<file path="config.mk">
export PLATFORM = sky130hd
export DESIGN_NAME = pipeline_hazard_ctrl_flat
export DESIGN_NICKNAME = d
export VERILOG_FILES = /design/src/rtl/pipeline_hazard_ctrl_pkg.sv /design/src/rtl/pipeline_hazard_ctrl_if.sv /design/src/rtl/pipeline_hazard_ctrl_fwd_unit.sv /design/src/rtl/pipeline_hazard_ctrl.sv /design/src/flat_wrapper.sv
export SDC_FILE = /design/constraint.sdc
export NUM_CORES = 1
export LEC_CHECK = 0
export BUFFER_PORTS_ARGS = -buffer_cell sky130_fd_sc_hd__buf_2
export CORE_UTILIZATION = 40
export CTS_BUF_LIST = sky130_fd_sc_hd__clkbuf_8
export DETAILED_ROUTE_END_ITERATION = 10
export MAX_ROUTING_LAYER = met4
export PLACE_DENSITY = 0.71
export RECOVER_POWER = 25
export SYNTH_ARGS = -nofsm -noshare
export SYNTH_HDL_FRONTEND = slang
export SYNTH_SLANG_ARGS = --single-unit
</file>
<file path="constraint.sdc">
create_clock -name clk -period 2.5 [get_ports clk]
set_clock_uncertainty 0.2 [all_clocks]
set_input_delay 0.125 -clock clk [delete_from_list [all_inputs] [get_ports clk]]
set_output_delay 0.125 -clock clk [all_outputs]
set_load 0.01 [all_outputs]
</file>
<file path="src/rtl/pipeline_hazard_ctrl_pkg.sv">
// Shared types for the RV32I hazard controller: PC mux select, forwarding select and FSM state.
package pipeline_hazard_ctrl_pkg;

    localparam int CNT_W_DEF     = 32;
    localparam int REG_IDX_W_DEF = 5;

    typedef enum logic [1:0] {
        PCMUX_PC_PLUS4 = 2'b00,
        PCMUX_ALU_OUT  = 2'b01,
        PCMUX_ALU_MOD2 = 2'b10
    } pcmux_sel_t;

    typedef enum logic [1:0] {
        FWD_NONE   = 2'b00,
        FWD_EX_MEM = 2'b01,
        FWD_MEM_WB = 2'b10
    } fwdmux_sel_t;

    typedef enum logic [1:0] {
        RUN        = 2'b00,
        LOAD_STALL = 2'b01,
        MEM_WAIT   = 2'b10
    } state_t;

endpackage

</file>
<file path="src/rtl/pipeline_hazard_ctrl_if.sv">
// Datapath <-> hazard controller bundle; master is the datapath side, slave the controller.
interface pipeline_hazard_ctrl_if #(
    parameter int CNT_W     = 32,
    parameter int REG_IDX_W = 5
);
    import pipeline_hazard_ctrl_pkg::*;

    logic [REG_IDX_W-1:0] id_rs1, id_rs2;
    logic                 id_use_rs1, id_use_rs2;
    logic                 ex_valid;
    logic [REG_IDX_W-1:0] ex_rs1, ex_rs2, ex_rd;
    logic                 ex_is_load, ex_br_taken, ex_is_jal, ex_is_jalr;
    logic [REG_IDX_W-1:0] mem_rd, wb_rd;
    logic                 mem_regwrite, wb_regwrite;
    logic                 imem_read, imem_resp, dmem_req, dmem_resp;

    pcmux_sel_t           pcmux_sel;
    logic                 load_pc, load_if_id, load_id_ex, load_ex_mem, load_mem_wb;
    logic                 flush_if_id, flush_id_ex;
    fwdmux_sel_t          fwd_a_sel, fwd_b_sel;
    logic [CNT_W-1:0]     stall_cycles, flush_count;

    modport master (
        output id_rs1, id_rs2, id_use_rs1, id_use_rs2, ex_valid, ex_rs1, ex_rs2, ex_rd,
               ex_is_load, ex_br_taken, ex_is_jal, ex_is_jalr, mem_rd, wb_rd,
               mem_regwrite, wb_regwrite, imem_read, imem_resp, dmem_req, dmem_resp,
        input  pcmux_sel, load_pc, load_if_id, load_id_ex, load_ex_mem, load_mem_wb,
               flush_if_id, flush_id_ex, fwd_a_sel, fwd_b_sel, stall_cycles, flush_count
    );

    modport slave (
        input  id_rs1, id_rs2, id_use_rs1, id_use_rs2, ex_valid, ex_rs1, ex_rs2, ex_rd,
               ex_is_load, ex_br_taken, ex_is_jal, ex_is_jalr, mem_rd, wb_rd,
               mem_regwrite, wb_regwrite, imem_read, imem_resp, dmem_req, dmem_resp,
        output pcmux_sel, load_pc, load_if_id, load_id_ex, load_ex_mem, load_mem_wb,
               flush_if_id, flush_id_ex, fwd_a_sel, fwd_b_sel, stall_cycles, flush_count
    );
endinterface

</file>
<file path="src/rtl/pipeline_hazard_ctrl_fwd_unit.sv">
// Forwarding compare for one ALU operand; purely combinational, EX/MEM beats MEM/WB, x0 never forwarded.
module pipeline_hazard_ctrl_fwd_unit
    import pipeline_hazard_ctrl_pkg::*;
#(
    parameter int REG_IDX_W = 5
) (
    input  logic [REG_IDX_W-1:0] ex_rs_i,
    input  logic [REG_IDX_W-1:0] mem_rd_i,
    input  logic                 mem_regwrite_i,
    input  logic [REG_IDX_W-1:0] wb_rd_i,
    input  logic                 wb_regwrite_i,
    output fwdmux_sel_t          sel_o
);
    always_comb begin
        sel_o = FWD_NONE;
        if (mem_regwrite_i && (mem_rd_i != '0) && (mem_rd_i == ex_rs_i)) begin
            sel_o = FWD_EX_MEM;
        end else if (wb_regwrite_i && (wb_rd_i != '0) && (wb_rd_i == ex_rs_i)) begin
            sel_o = FWD_MEM_WB;
        end
    end
endmodule

</file>
<file path="src/rtl/pipeline_hazard_ctrl.sv">
// Pipeline sequencer: same-cycle stage enables/flushes/PC select, priority memory stall > redirect > load-use.
// A redirect seen during a memory stall is held and applied on the first unstalled cycle.
module pipeline_hazard_ctrl
    import pipeline_hazard_ctrl_pkg::*;
#(
    parameter int CNT_W     = CNT_W_DEF,
    parameter int REG_IDX_W = REG_IDX_W_DEF
) (
    input logic                   clk,
    input logic                   rst,
    pipeline_hazard_ctrl_if.slave bus
);
    state_t           state_q, state_d;
    logic             pend_q, pend_d, pend_jalr_q, pend_jalr_d;
    logic [CNT_W-1:0] stall_q, stall_d, flush_q, flush_d;

    logic        mem_stall, redirect_now, load_use, apply_redirect, use_jalr;
    logic        load_front, load_back, flush_if, flush_ex;
    pcmux_sel_t  pcmux_sel;
    fwdmux_sel_t fwd_a, fwd_b;

    always_comb begin
        mem_stall    = (bus.imem_read & ~bus.imem_resp) | (bus.dmem_req & ~bus.dmem_resp);
        redirect_now = bus.ex_valid & (bus.ex_br_taken | bus.ex_is_jal | bus.ex_is_jalr);
        // Gating on LOAD_STALL keeps the bubble to exactly one cycle even if ID/EX is slow to clear.
        load_use     = (state_q != LOAD_STALL) & bus.ex_valid & bus.ex_is_load & (bus.ex_rd != '0) &
                       ((bus.id_use_rs1 & (bus.id_rs1 == bus.ex_rd)) |
                        (bus.id_use_rs2 & (bus.id_rs2 == bus.ex_rd)));
        apply_redirect = ~mem_stall & (redirect_now | pend_q);
        use_jalr       = pend_q ? pend_jalr_q : bus.ex_is_jalr;

        pcmux_sel   = PCMUX_PC_PLUS4;
        load_front  = 1'b1;
        load_back   = 1'b1;
        flush_if    = 1'b0;
        flush_ex    = 1'b0;
        state_d     = RUN;
        pend_d      = pend_q;
        pend_jalr_d = pend_jalr_q;
        flush_d     = flush_q;

        if (rst) begin
            flush_if = 1'b1;
            flush_ex = 1'b1;
        end else if (mem_stall) begin
            load_front = 1'b0;
            load_back  = 1'b0;
            state_d    = MEM_WAIT;
            if (redirect_now && !pend_q) begin
                pend_d      = 1'b1;
                pend_jalr_d = bus.ex_is_jalr;
            end
        end else if (apply_redirect) begin
            pcmux_sel = use_jalr ? PCMUX_ALU_MOD2 : PCMUX_ALU_OUT;
            flush_if  = 1'b1;
            flush_ex  = 1'b1;
            pend_d    = 1'b0;
            flush_d   = flush_q + CNT_W'(1);
        end else if (load_use) begin
            load_front = 1'b0;
            flush_ex   = 1'b1;
            state_d    = LOAD_STALL;
        end

        stall_d = load_front ? stall_q : stall_q + CNT_W'(1);
    end

    always_ff @(posedge clk) begin
        if (rst) begin
            state_q     <= RUN;
            pend_q      <= 1'b0;
            pend_jalr_q <= 1'b0;
            stall_q     <= '0;
            flush_q     <= '0;
        end else begin
            state_q     <= state_d;
            pend_q      <= pend_d;
            pend_jalr_q <= pend_jalr_d;
            stall_q     <= stall_d;
            flush_q     <= flush_d;
        end
    end

    pipeline_hazard_ctrl_fwd_unit #(.REG_IDX_W(REG_IDX_W)) u_fwd_a (
        .ex_rs_i(bus.ex_rs1), .mem_rd_i(bus.mem_rd), .mem_regwrite_i(bus.mem_regwrite),
        .wb_rd_i(bus.wb_rd), .wb_regwrite_i(bus.wb_regwrite), .sel_o(fwd_a)
    );

    pipeline_hazard_ctrl_fwd_unit #(.REG_IDX_W(REG_IDX_W)) u_fwd_b (
        .ex_rs_i(bus.ex_rs2), .mem_rd_i(bus.mem_rd), .mem_regwrite_i(bus.mem_regwrite),
        .wb_rd_i(bus.wb_rd), .wb_regwrite_i(bus.wb_regwrite), .sel_o(fwd_b)
    );

    assign bus.pcmux_sel    = pcmux_sel;
    assign bus.load_pc      = load_front;
    assign bus.load_if_id   = load_front;
    assign bus.load_id_ex   = load_back;
    assign bus.load_ex_mem  = load_back;
    assign bus.load_mem_wb  = load_back;
    assign bus.flush_if_id  = flush_if;
    assign bus.flush_id_ex  = flush_ex;
    assign bus.fwd_a_sel    = rst ? FWD_NONE : fwd_a;
    assign bus.fwd_b_sel    = rst ? FWD_NONE : fwd_b;
    assign bus.stall_cycles = stall_q;
    assign bus.flush_count  = flush_q;
endmodule

</file>
<file path="src/flat_wrapper.sv">
// flat-port wrapper written by rule: the top's interface ports become plain ports
module pipeline_hazard_ctrl_flat import pipeline_hazard_ctrl_pkg::*;
#(
    parameter int CNT_W     = CNT_W_DEF,
    parameter int REG_IDX_W = REG_IDX_W_DEF
)
  (clk, rst, bus_id_rs1, bus_id_rs2, bus_id_use_rs1, bus_id_use_rs2, bus_ex_valid, bus_ex_rs1, bus_ex_rs2, bus_ex_rd, bus_ex_is_load, bus_ex_br_taken, bus_ex_is_jal, bus_ex_is_jalr, bus_mem_rd, bus_wb_rd, bus_mem_regwrite, bus_wb_regwrite, bus_imem_read, bus_imem_resp, bus_dmem_req, bus_dmem_resp, bus_pcmux_sel, bus_load_pc, bus_load_if_id, bus_load_id_ex, bus_load_ex_mem, bus_load_mem_wb, bus_flush_if_id, bus_flush_id_ex, bus_fwd_a_sel, bus_fwd_b_sel, bus_stall_cycles, bus_flush_count);
  pipeline_hazard_ctrl_if #(.CNT_W(CNT_W), .REG_IDX_W(REG_IDX_W)) bus_i ();
  input logic clk;
  input logic rst;
  input wire logic [$bits(bus_i.id_rs1)-1:0] bus_id_rs1;
  input wire logic [$bits(bus_i.id_rs2)-1:0] bus_id_rs2;
  input wire logic [$bits(bus_i.id_use_rs1)-1:0] bus_id_use_rs1;
  input wire logic [$bits(bus_i.id_use_rs2)-1:0] bus_id_use_rs2;
  input wire logic [$bits(bus_i.ex_valid)-1:0] bus_ex_valid;
  input wire logic [$bits(bus_i.ex_rs1)-1:0] bus_ex_rs1;
  input wire logic [$bits(bus_i.ex_rs2)-1:0] bus_ex_rs2;
  input wire logic [$bits(bus_i.ex_rd)-1:0] bus_ex_rd;
  input wire logic [$bits(bus_i.ex_is_load)-1:0] bus_ex_is_load;
  input wire logic [$bits(bus_i.ex_br_taken)-1:0] bus_ex_br_taken;
  input wire logic [$bits(bus_i.ex_is_jal)-1:0] bus_ex_is_jal;
  input wire logic [$bits(bus_i.ex_is_jalr)-1:0] bus_ex_is_jalr;
  input wire logic [$bits(bus_i.mem_rd)-1:0] bus_mem_rd;
  input wire logic [$bits(bus_i.wb_rd)-1:0] bus_wb_rd;
  input wire logic [$bits(bus_i.mem_regwrite)-1:0] bus_mem_regwrite;
  input wire logic [$bits(bus_i.wb_regwrite)-1:0] bus_wb_regwrite;
  input wire logic [$bits(bus_i.imem_read)-1:0] bus_imem_read;
  input wire logic [$bits(bus_i.imem_resp)-1:0] bus_imem_resp;
  input wire logic [$bits(bus_i.dmem_req)-1:0] bus_dmem_req;
  input wire logic [$bits(bus_i.dmem_resp)-1:0] bus_dmem_resp;
  output wire logic [$bits(bus_i.pcmux_sel)-1:0] bus_pcmux_sel;
  output wire logic [$bits(bus_i.load_pc)-1:0] bus_load_pc;
  output wire logic [$bits(bus_i.load_if_id)-1:0] bus_load_if_id;
  output wire logic [$bits(bus_i.load_id_ex)-1:0] bus_load_id_ex;
  output wire logic [$bits(bus_i.load_ex_mem)-1:0] bus_load_ex_mem;
  output wire logic [$bits(bus_i.load_mem_wb)-1:0] bus_load_mem_wb;
  output wire logic [$bits(bus_i.flush_if_id)-1:0] bus_flush_if_id;
  output wire logic [$bits(bus_i.flush_id_ex)-1:0] bus_flush_id_ex;
  output wire logic [$bits(bus_i.fwd_a_sel)-1:0] bus_fwd_a_sel;
  output wire logic [$bits(bus_i.fwd_b_sel)-1:0] bus_fwd_b_sel;
  output wire logic [$bits(bus_i.stall_cycles)-1:0] bus_stall_cycles;
  output wire logic [$bits(bus_i.flush_count)-1:0] bus_flush_count;
  assign bus_i.id_rs1 = bus_id_rs1;
  assign bus_i.id_rs2 = bus_id_rs2;
  assign bus_i.id_use_rs1 = bus_id_use_rs1;
  assign bus_i.id_use_rs2 = bus_id_use_rs2;
  assign bus_i.ex_valid = bus_ex_valid;
  assign bus_i.ex_rs1 = bus_ex_rs1;
  assign bus_i.ex_rs2 = bus_ex_rs2;
  assign bus_i.ex_rd = bus_ex_rd;
  assign bus_i.ex_is_load = bus_ex_is_load;
  assign bus_i.ex_br_taken = bus_ex_br_taken;
  assign bus_i.ex_is_jal = bus_ex_is_jal;
  assign bus_i.ex_is_jalr = bus_ex_is_jalr;
  assign bus_i.mem_rd = bus_mem_rd;
  assign bus_i.wb_rd = bus_wb_rd;
  assign bus_i.mem_regwrite = bus_mem_regwrite;
  assign bus_i.wb_regwrite = bus_wb_regwrite;
  assign bus_i.imem_read = bus_imem_read;
  assign bus_i.imem_resp = bus_imem_resp;
  assign bus_i.dmem_req = bus_dmem_req;
  assign bus_i.dmem_resp = bus_dmem_resp;
  assign bus_pcmux_sel = bus_i.pcmux_sel;
  assign bus_load_pc = bus_i.load_pc;
  assign bus_load_if_id = bus_i.load_if_id;
  assign bus_load_id_ex = bus_i.load_id_ex;
  assign bus_load_ex_mem = bus_i.load_ex_mem;
  assign bus_load_mem_wb = bus_i.load_mem_wb;
  assign bus_flush_if_id = bus_i.flush_if_id;
  assign bus_flush_id_ex = bus_i.flush_id_ex;
  assign bus_fwd_a_sel = bus_i.fwd_a_sel;
  assign bus_fwd_b_sel = bus_i.fwd_b_sel;
  assign bus_stall_cycles = bus_i.stall_cycles;
  assign bus_flush_count = bus_i.flush_count;
  pipeline_hazard_ctrl #(.CNT_W(CNT_W), .REG_IDX_W(REG_IDX_W)) u_core (.clk(clk), .rst(rst), .bus(bus_i));
endmodule
</file>
## Word level (Yosys, flattened, before mapping)

Index checks and enable logic that the tools add are counted.

- Output and inout bits: 77
- Memory bits (read-only): 0
- Input port bits: 50
- Memories kept: 0
- Bits in writable memories: 0
- Latch bits: 0
- Bits in registers: 68
- Logic and storage cells: 80

- $add $sub $neg: 2
- Multipliers: 0
- Reduce and logical (&&, ||, !) cells: 16
- Mux-type cells: 30
- Magnitude comparators: 0
- Bitwise gates (word level): 18
- Div/mod/pow operators: 0
- Equality and inequality tests: 8
- Shift-type cells: 0

Operators by type and width:

| kind | count |
|---|---|
| 32-bit by 1-bit adder with 32-bit output (second input constant) | 2 |
| 5-bit == test | 6 |
| 2-bit 2-to-1 mux | 12 |
| 1-bit 2-to-1 mux | 18 |
| 5-bit nonzero test | 3 |
| 1-bit AND | 10 |
| 1-bit logical AND | 7 |
| 2-bit AND reduction | 3 |
| 1-bit OR | 5 |
| 1-bit NOT | 3 |
| 3-bit OR reduction | 1 |
| 2-bit by 1-bit != test with 1-bit output (second input constant) | 1 |
| 2-bit != test (second input constant) | 1 |
| 2-bit nonzero test | 1 |
| 1-bit zero test | 1 |

## Longest topological paths before layout

- Word-level depth: 9
- Depth in mapped cells: 8
- Mapped depth without buffers: 6

## Modules after synthesis

From an unflattened synthesis, not the netlist that was laid out.

- Cell total of the unflattened synthesis: 456
- Area, all modules: 3771.1 sq um

By module, submodules not included:

| module | area each (sq um) | seq. area each (sq um) | times used | cells each |
|---|---|---|---|---|
| pipeline_hazard_ctrl | 3468.3 | 1361.3 | 1 | 416 |
| pipeline_hazard_ctrl_fwd_unit | 151.4 | 0.0 | 2 | 20 |

## Worst setup path before layout

No wires, ideal clock.

- Path type: reg-to-reg
- Start point: register u_core.stall_q[7], in the netlist u_core.bus.stall_cycles[7]
- End point: register u_core.stall_q[31], in the netlist u_core.bus.stall_cycles[31]
- Data arrival time: 1.947 ns
- Data required time: 2.230 ns
- Path buffers: 0
- Slack: 0.282 ns
- Setup time: 0.070 ns
- Stages on the path, launching flop included: 7
- Clock period less this slack: 2.218 ns
- Cell sequence: dfxtp_1 > nand4_4 > nor4_4 > and3_1 > nand3_2 > or4_1 > a21oi_1

- Longest elaborated chain between the ends: 1

RTL lines:

| element | RTL line | text |
|---|---|---|
| start, declared | pipeline_hazard_ctrl.sv:15 | `logic [CNT_W-1:0] stall_q, stall_d, flush_q, flush_d;` |
| start signal, assigned | pipeline_hazard_ctrl.sv:79 | `stall_q <= stall_d;` |
| 32-bit by 1-bit adder with 32-bit output | pipeline_hazard_ctrl.sv:65 | `stall_d = load_front ? stall_q : stall_q + CNT_W'(1);` |

Every way passes these cells.
A chain may end at the register's enable or synchronous reset.

## Worst setup path in the final report

- Start point: input port bus_ex_is_jalr
- End point: output port bus_flush_id_ex

- Longest elaborated chain between the ends: 7

RTL lines:

| element | RTL line | text |
|---|---|---|
| start, declared | flat_wrapper.sv:22 | `input wire logic [$bits(bus_i.ex_is_jalr)-1:0] bus_ex_is_jalr;` |
| 1-bit OR | pipeline_hazard_ctrl.sv:24 | `redirect_now = bus.ex_valid & (bus.ex_br_taken \| bus.ex_is_jal \| bus.ex_is_jalr);` |
| 1-bit AND | pipeline_hazard_ctrl.sv:24 |  |
| 1-bit OR | pipeline_hazard_ctrl.sv:29 | `apply_redirect = ~mem_stall & (redirect_now \| pend_q);` |
| 1-bit AND | pipeline_hazard_ctrl.sv:29 |  |
| 1-bit 2-to-1 mux | pipeline_hazard_ctrl.sv:53 | `end else if (apply_redirect) begin` |
| 1-bit 2-to-1 mux | pipeline_hazard_ctrl.sv:45 | `end else if (mem_stall) begin` |
| 1-bit 2-to-1 mux | pipeline_hazard_ctrl.sv:42 | `if (rst) begin` |
| end, declared | flat_wrapper.sv:38 | `output wire logic [$bits(bus_i.flush_id_ex)-1:0] bus_flush_id_ex;` |

Every way passes these cells.

==> flow_summary.json <==
{
  "grt_pass1_wl_microns": 14830,
  "finalNetCount": 610,
  "start_util_pct": 41.79,
  "cp_common_cell": "buf_2",
  "path_max_fanout": 6,
  "status": "complete, but fails checks",
  "synth.net_count": 483,
  "seq_power_share_pct": 49.9,
  "h-tree-depth": 3,
  "gp_congestion": 0.8312,
  "drt_iter0_drc": 113,
  "tightest_slew_ns": 0.6083,
  "cts_root_buf": "clkbuf_8",
  "core_area_sq_um": 8806,
  "worstSetupPathType": "input pin to output pin",
  "syn_area_sq_um": 3680,
  "internal-power_mw": 1.651,
  "cpMaxStageDelayCell": "dlygate4sd3_1",
  "switching_share_pct": 25.33,
  "power_frac_comb_pct": 10.0,
  "fin_util_pct": 52.22,
  "path_clk_slew_ns": 0.07,
  "finalMaxSlewViolations": 0,
  "grt_pass1_vias": 3360,
  "cp-start-kind": "input pin",
  "cts_max_path_buffers": 2,
  "diodes": 0,
  "clock.fmax_mhz": 409.7,
  "grt_max_degree": 55,
  "clock_latency_ns": 0.34,
  "die_x_microns": 97.92,
  "portBuffers": 126,
  "hold_ws_ns": 0.02567,
  "ir_worst_vdd_mv": 0.2534,
  "setup_tns_ns": 0,
  "slew_headroom_pct": 59.14,
  "powerDensity_nw_per_um2": 480.8,
  "vias": 3616,
  "whs_path_depth": 4,
  "synth_edf_count": 0,
  "cp.arrival_ns": 2.12,
  "place_area_sq_um": 4409,
  "layout.cells.most_common": "buf_2",
  "synth_ff_type": "dfxtp_1",
  "post-place-cells": 652,
  "io_pins": 127,
  "die_h_microns": 97.92,
  "antenna_found_initial": 0,
  "yosys_warnings": 0,
  "cts.sinks": 68,
  "setup_ws_ns": 0.05920,
  "drt_wl_total_microns": 8967,
  "final_area_sq_um": 4598,
  "period_minus_slack_ns": 2.441,
  "wl_per_cell_microns": 13.36,
  "hold_viol_final": 0,
  "drive_above_1_share_pct": 23.27,
  "power_leakage_nw": 1.789,
  "ant_nets": 0,
  "worstPathRequired_ns": 2.17,
  "hp-class": "input pin to register",
  "postCtsSetupRepairBufs": 0,
  "row_count": 34,
  "synth.yosys.seq_area_share_pct": 36.99,
  "place_ws_ns": 0.1987,
  "synth.distinct_cells": 48,
  "syn_to_final_growth_pct": 24.96,
  "first_pass_iters": 7,
  "synth-seq-cells": 68,
  "r2r_cells": 6,
  "async_flop_share_pct": 0,
  "switchingPower_mw": 0.5601,
  "cts_tree": "done",
  "power_mw": 2.211,
  "die_area_sq_um": 9587,
  "pwr-share-clk_pct": 40.1,
  "setup_viol": 0,
  "remaining_drc_errors": 9,
  "final_cells": 671,
  "crit_chain": "dlygate4sd3_1 > buf_2 > o31a_1 > o211a_1 > or2_2 > a21oi_1 > nor2_1 > buf_2",
  "dp_hpwl_microns": 6605,
  "grt_overflow": 0,
  "violations": "DRC",
  "synthCells": 431,
  "slowest_delay_ns": 0.54,
  "layout_common_cells": "91 x buf_2, 67 x dfxtp_1, 48 x nor2_1",
  "end_kind": "output pin",
  "rsz0062_at_grt": "yes",
  "cts_buffers": 9,
  "syn_area_per_cell_sq_um": 8.538,
  "timing.max_cap.violations": 0,
  "final.period_utilization_pct": 97.63,
  "grt.total_usage_pct": 19.42,
  "vias_per_cell": 5.389
}
-- path summary, 6_finish.rpt --
check	start	to	slack [ns]
setup / recovery	bus_ex_is_jalr	bus_flush_id_ex	0.06
hold / removal	bus_ex_valid	u_core.state_q[0]	0.03
setup reg to reg	u_core.bus.stall_cycles[7]	u_core.bus.stall_cycles[31]	0.19
hold reg to reg	u_core.bus.stall_cycles[31]	u_core.bus.stall_cycles[31]	0.29
-- synth_stat cells (3+ instances only) --
cell type / instances / area (sq um)
a21oi_1: 29 / 145.1
and2_1: 5 / 31.28
and3_1: 8 / 50.05
and4_1: 5 / 43.79
buf_4: 4 / 30.03
buf_6: 3 / 33.78
clkbuf_1: 12 / 45.04
dfxtp_1: 68 / 1361
inv_1: 11 / 41.29
mux2i_1: 3 / 30.03
nand2_1: 28 / 105.1
nand2b_1: 3 / 18.77
nand3_1: 24 / 120.1
nand4_1: 13 / 81.33
nor2_1: 48 / 180.2
nor3_1: 7 / 35.03
nor4_1: 5 / 31.28
o21ai_1: 11 / 55.05
o31ai_1: 17 / 127.6
or2_2: 4 / 25.02
or3_1: 11 / 68.82
or4_1: 22 / 165.2
xnor2_1: 29 / 254.0
xor2_1: 34 / 297.8
-- sequential cells by signal (all words and copies together), names as in the netlist --
register                 cells
u_core.bus.flush_count      32
u_core.bus.stall_cycles     32
u_core.state_q               2
u_core.pend_jalr_q           1
u_core.pend_q                1
-- logic make-up after synthesis --
family          after synthesis  share of synthesized area [%]
mux                           4                          1.122
xor+xnor                     63                          14.99
flops                        68                          36.99
fa+ha+maj                     2                         0.6799
simple gates                194                          29.65
buf+inv                      31                          4.216
compound gates               69                          12.34
-- power by group through the flow --
stage	clock (mW)	sequential, mW	combinational, mW
after floorplan	0	1.13	0.125
after global placement	0	1.13	0.213
after detailed placement	0	1.13	0.221
after CTS	0.918	1.10	0.225
after global routing	0.959	1.10	0.243
final	0.886	1.10	0.221
-- repair_timing --
action / 4_1_cts / 5_1_grt
setup endpoints to repair: 0 / 7
endpoints found under the hold margin: 12 / 0
hold buffers: 3 / 0
resized for setup: 0 / 4
-- area by class of cell --
cell class	instances	area, sq um
clock buffers	9	123.9
clock inverters	7	67.56
fillers	883	4208
inverters	11	41.29
well taps	108	135.1
multi-input cells	332	2170
flip-flops and latches	68	1363
repair buffers	136	698.2
-- worst max-delay path: cells and delay by family --
kind,cells,cell delay (ns)
AO/OA/AOI/OAI,3,0.79
buffers and inverters,3,0.82
AND/OR/NAND/NOR,2,0.38
-- layer usage --
metal / vias up / share of wire [%] / track usage, %
met2: 121 / 50 / 32.94
met1: 1688 / 41 / 21.57
met4: 0 / 2.6 / 10.72
met5: - / 0 / -
li1: 1787 / - / -
met3: 20 / 5.6 / 3.436
Power figures use the tool's default switching activity.
